==> config.mk <==
export PLATFORM = sky130hd
export DESIGN_NAME = alu_share_ctrl
export DESIGN_NICKNAME = d
export VERILOG_FILES = /design/src/rtl/alu_share_ctrl.sv
export SDC_FILE = /design/constraint.sdc
export NUM_CORES = 1
export LEC_CHECK = 0
export ABC_CLOCK_PERIOD_IN_PS = 2800
export CORE_MARGIN = 10
export CORE_UTILIZATION = 41
export DETAILED_ROUTE_END_ITERATION = 12
export PLACE_DENSITY_LB_ADDON = 0.15
export SYNTH_ARGS = -nofsm -noshare
export SYNTH_HDL_FRONTEND = slang
export SYNTH_SLANG_ARGS = --single-unit
export TNS_END_PERCENT = 20
==> constraint.sdc <==
create_clock -name clk -period 2.8 [get_ports clk]
set_input_delay 0.56 -clock clk [delete_from_list [all_inputs] [get_ports clk]]
set_output_delay 0.56 -clock clk [all_outputs]
set_load 0.03 [all_outputs]
==> src/rtl/alu_share_ctrl.sv <==
// Round-robin sequencer that gives two clients exclusive, registered access to the
// shared combinational ALU and returns one tagged response per operation.
module alu_share_ctrl #(
  parameter int WIDTH = 16,
  parameter int OPW   = 3
) (
  input  logic             clk,
  input  logic             rst,
  input  logic             req0_valid,
  output logic             req0_ready,
  input  logic [WIDTH-1:0] req0_a,
  input  logic [WIDTH-1:0] req0_b,
  input  logic             req0_cin,
  input  logic [OPW-1:0]   req0_op,
  input  logic             req1_valid,
  output logic             req1_ready,
  input  logic [WIDTH-1:0] req1_a,
  input  logic [WIDTH-1:0] req1_b,
  input  logic             req1_cin,
  input  logic [OPW-1:0]   req1_op,
  output logic [WIDTH-1:0] alu_a,
  output logic [WIDTH-1:0] alu_b,
  output logic             alu_cin,
  output logic [OPW-1:0]   alu_op,
  input  logic [WIDTH-1:0] alu_w,
  input  logic             alu_zero,
  input  logic             alu_neg,
  output logic             rsp_valid,
  input  logic             rsp_ready,
  output logic             rsp_id,
  output logic [WIDTH-1:0] rsp_w,
  output logic             rsp_zero,
  output logic             rsp_neg,
  output logic             busy,
  output logic [15:0]      ops_done
);

  typedef enum logic [1:0] {IDLE, EXEC, RESP} state_t;

  state_t state, state_nxt;

  // Requesters gathered into packed arrays so the grant indexes them directly.
  logic [1:0]            vld;
  logic [1:0][WIDTH-1:0] a_in, b_in;
  logic [1:0]            cin_in;
  logic [1:0][OPW-1:0]   op_in;

  assign vld    = {req1_valid, req0_valid};
  assign a_in   = {req1_a, req0_a};
  assign b_in   = {req1_b, req0_b};
  assign cin_in = {req1_cin, req0_cin};
  assign op_in  = {req1_op, req0_op};

  logic        prio;
  logic        gnt;
  logic        accept;
  logic        xfer;
  logic [15:0] ops_cnt;

  // Tie goes to prio; a lone requester wins outright.
  assign gnt    = (vld == 2'b11) ? prio : vld[1];
  assign accept = (state == IDLE) && (|vld) && !rst;
  assign xfer   = (state == RESP) && rsp_ready;

  assign req0_ready = accept && !gnt;
  assign req1_ready = accept &&  gnt;
  assign rsp_valid  = (state == RESP);
  assign busy       = (state != IDLE);
  assign ops_done   = ops_cnt;

  always_ff @(posedge clk) begin
    if (rst) state <= IDLE;
    else     state <= state_nxt;
  end

  always_comb begin
    state_nxt = state;
    case (state)
      IDLE:    if (accept) state_nxt = EXEC;
      EXEC:    state_nxt = RESP;
      RESP:    if (rsp_ready) state_nxt = IDLE;
      default: state_nxt = IDLE;
    endcase
  end

  always_ff @(posedge clk) begin
    if (rst) begin
      prio     <= 1'b0;
      alu_a    <= '0;
      alu_b    <= '0;
      alu_cin  <= 1'b0;
      alu_op   <= '0;
      rsp_id   <= 1'b0;
      rsp_w    <= '0;
      rsp_zero <= 1'b0;
      rsp_neg  <= 1'b0;
    end else begin
      if (accept) begin
        alu_a   <= a_in[gnt];
        alu_b   <= b_in[gnt];
        alu_cin <= cin_in[gnt];
        alu_op  <= op_in[gnt];
        rsp_id  <= gnt;
        prio    <= ~gnt;
      end
      // ALU settles during EXEC from the operand registers loaded at accept.
      if (state == EXEC) begin
        rsp_w    <= alu_w;
        rsp_zero <= alu_zero;
        rsp_neg  <= alu_neg;
      end
    end
  end

  always_ff @(posedge clk) begin
    if (rst)       ops_cnt <= '0;
    else if (xfer) ops_cnt <= ops_cnt + 16'd1;
  end

endmodule

==> flow_metrics.py <==
metrics = {
    "run_status": {
        "status": "finished clean",
    },
    "final_layout": {
        "synthToLayoutAreaGrowth_pct": 63.7,
        "layout-drive-gt1-share_pct": 6.08,
        "nets": 601,
        "n_antenna_cell": 0,
        "stdcell_count": 609,
    },
    "sta": {
        "worstMarginPinSlew_ns": 0.712,
        "clock_skew_ns": 0.00724,
        "report.final.hold_viol_count": 0,
        "maxSlewHeadroom_pct": 52.5,
        "fmax_mhz": 395,
        "final-setup-viol-count": 0,
        "setup_slack_ns": 0.271,
        "finalCritPeriodShare_pct": 90.3,
        "rsz0062_at_grt": "no",
        "final-max-slew-violation-count": 0,
        "min_period_ns": 2.53,
        "fin_setup_tns_ns": 0,
    },
    "setup_path": {
        "crit_fanout": 7,
        "worstSetupPathType": "reg -> out",
        "start_kind": "flip-flop",
        "slowest_delay_ns": 0.78,
        "cp.required_ns": 2.24,
        "worstPathArrival_ns": 1.97,
        "path_cells": "or2_1, clkdlybuf4s50_1",
        "path_delay_family": "buffers and inverters",
        "end_kind": "primary output",
        "cp_num_buf_inv": 1,
        "slowest_stage": "clkdlybuf4s50_1",
    },
    "cts": {
        "clk_latency_ns": 0.33,
        "cts_max_level": 3,
        "ctsHoldBuffers": 0,
        "ctsResizeCount": 0,
        "clkSinkCount": 74,
        "clockBufferDepth": 2,
        "root_buffer": "clkbuf_8",
        "numCtsBuffers": 9,
        "clk_pin_slew_ns": 0.07,
        "cts_tree": "built",
        "post_cts_buffers": 0,
    },
    "logic_synthesis": {
        "synth_edf_count": 0,
        "synth_cell_type_count": 41,
        "synth_simple_gate_area_share_pct": 24.6,
        "synth_nets": 439,
        "ys.flop_type": "dfxtp_1",
        "synth_top_family_by_area": "simple AND/OR/NAND/NOR gates",
        "synth_compound_area_share_pct": 15.4,
        "async_flop_share_pct": 0,
        "avgSynthCellArea_sq_um": 8.69,
        "synth_top_area_share_pct": 49.7,
        "synth_area_leaders": "dfxtp_1, nand2_1, a22oi_1",
        "synthAdderAreaFrac_pct": 0.420,
        "yosysWarnings": 0,
        "synth-xor-area-share_pct": 3.23,
        "syn_area_sq_um": 2980,
        "synth.area.mux_share_pct": 2.69,
        "synth_most_common_cell": "nand2_1",
        "synthTopCellsByCount": "nand2_1, dfxtp_1, a22oi_1",
        "syn_inst": 343,
        "ys_seq_area_share_pct": 49.7,
        "ys_ff_latch": 74,
        "synth_top_cell_by_area": "dfxtp_1",
    },
    "global_route": {
        "grt_pass1_vias": 3133,
        "grt_max_degree": 46,
        "antenna_found_initial": 0,
        "grt_usage_pct": 16.9,
        "grt_pass1_wl_um": 15400,
        "grt.overflow.total": 0,
    },
    "flow_run": {
        "cap_violations": 0,
    },
    "placement": {
        "hpwl_um": 7550,
        "place_inst": 593,
        "place.gp.congestion": 0.754,
        "portBuffers": 169,
        "pre_cts_slack_ns": 0.459,
    },
    "detailed_routing": {
        "met1_length_um": 3670,
        "drc_errors": 0,
        "viasPerCell": 4.89,
        "met2_length_um": 4850,
        "top_layer_used": "met4",
        "drt-initial-drc-count": 91,
        "detail_route.wl_per_cell_um": 16.1,
        "dr.pass1.iters": 4,
        "vias": 2979,
        "ant_nets": 0,
        "postRouteWirelength_um": 9780,
        "route.met3.wl_um": 1120,
    },
    "pwr": {
        "vdd_drop_max_uv": 266,
        "powerDensity_nw_per_um2": 527,
        "seqPwrFrac_pct": 45.9,
        "power.share.clock_pct": 27.8,
        "switching_share_pct": 30.1,
        "switchingPower_w": 0.000775,
        "combPwrFrac_pct": 26.3,
        "finalPower_w": 0.00257,
        "intPower_w": 0.00180,
        "p_leak_nw": 1.92,
    },
    "floorplan": {
        "die_h_um": 105,
        "pin_count": 170,
        "coreArea_sq_um": 7180,
        "rows": 31,
        "dieWidth_um": 105,
        "initial_core_util_pct": 41.5,
        "die-area_sq_um": 11100,
    },
    "min_path": {
        "hold_path.class": "reg -> reg",
    },
}
-- worst register-to-register path, cell delays in order, from the launching register on --
cell       delay, ns
dfxtp_1         0.37
or2_1           0.41
a2111oi_4       0.27
buf_4           0.37
a22oi_1         0.16
nand2_1         0.11
-- final timing paths --
| kind | start | to | slack [ns] | cells after the start |
|---|---|---|---|---|
| worst max register to register | state[1]$_SDFFE_PP0P_ | alu_b[14]$_SDFFE_PP0P_ | 1.06 | 5 |
| worst min-delay path | rsp_neg$_SDFFE_PP0N_ | rsp_neg$_SDFFE_PP0N_ | 0.45 | 2 |
| worst min register to register | rsp_neg$_SDFFE_PP0N_ | rsp_neg$_SDFFE_PP0N_ | 0.45 | 2 |
| worst max-delay path | state[1]$_SDFFE_PP0P_ | busy | 0.27 | 2 |
-- layout by cell type, fill, tap and decap left out, drive strengths merged, types with 2 or more instances in the layout --
cell type / n
or2: 3
nor4: 3
dfxtp: 74
nor2b: 2
nand2: 99
or3: 4
clkbuf: 13
mux2i: 8
nor3: 3
a211oi: 7
nand4: 5
o21ai: 4
xnor2: 5
and3: 2
inv: 2
nand2b: 2
nand3: 5
nor2: 24
clkinv: 3
a21oi: 24
clkdlybuf4s50: 166
a22oi: 29
buf: 7
xor2: 6
-- metrics by stage --
| stage | utilization, % | hold WS (ns) | area [sq um] |
|---|---|---|---|
| 2_1_floorplan | - | 0.536 | 2980 |
| 3_3_place_gp | 65.7 | 0.442 | 4710 |
| 3_5_place_dp | 65.7 | 0.445 | 4710 |
| 4_1_cts | 68.0 | 0.455 | 4880 |
| 5_1_grt | 68.0 | 0.471 | 4880 |
| 6_report | 68.0 | 0.452 | 4880 |
-- registers in the layout, summed over array words and instances (netlist names), 2 cells and up --
signal and flops:
ops_done 16, alu_a 16, alu_op 3, state 2, alu_b 16, rsp_w 16
-- power by group through the flow --
stage                     sequential, W  combinational, W  clock (W)
final                           0.00118          0.000676   0.000714
after global routing            0.00119          0.000722   0.000788
after CTS                       0.00118          0.000685   0.000738
after detailed placement        0.00120          0.000681          0
after global placement          0.00120          0.000673          0
after floorplan                 0.00135          0.000188          0
-- routing by layer --
| metal | global-route usage, % | vias to the layer above |
|---|---|---|
| met1 | 16.6 | 1365 |
| met4 | 5.88 | 0 |
| li1 | - | 1492 |
| met3 | 8.95 | 13 |
| met5 | 0 | - |
| met2 | 29.9 | 109 |
-- layout make-up --
cell class	count	area, sq um
clock buffer	13	149
timing repair buffer	173	1710
fill	611	2300
tap	99	124
inverter	2	7.51
multi-input combinational	245	1390
sequential	74	1480
clock inverter	3	15.0
-- kinds of logic (layout without fill, tap and decap cells) --
| group | Yosys count | in the layout |
|---|---|---|
| AO/OA/AOI/OAI | 67 | 67 |
| XOR/XNOR | 11 | 11 |
| adder cells (fa/ha/maj) | 1 | 1 |
| buffers and inverters | 24 | 191 |
| flip-flops | 74 | 74 |
| multiplexers | 8 | 8 |
| AND/OR/NAND/NOR | 158 | 158 |
No activity file was read; power rests on OpenSTA's default activity.
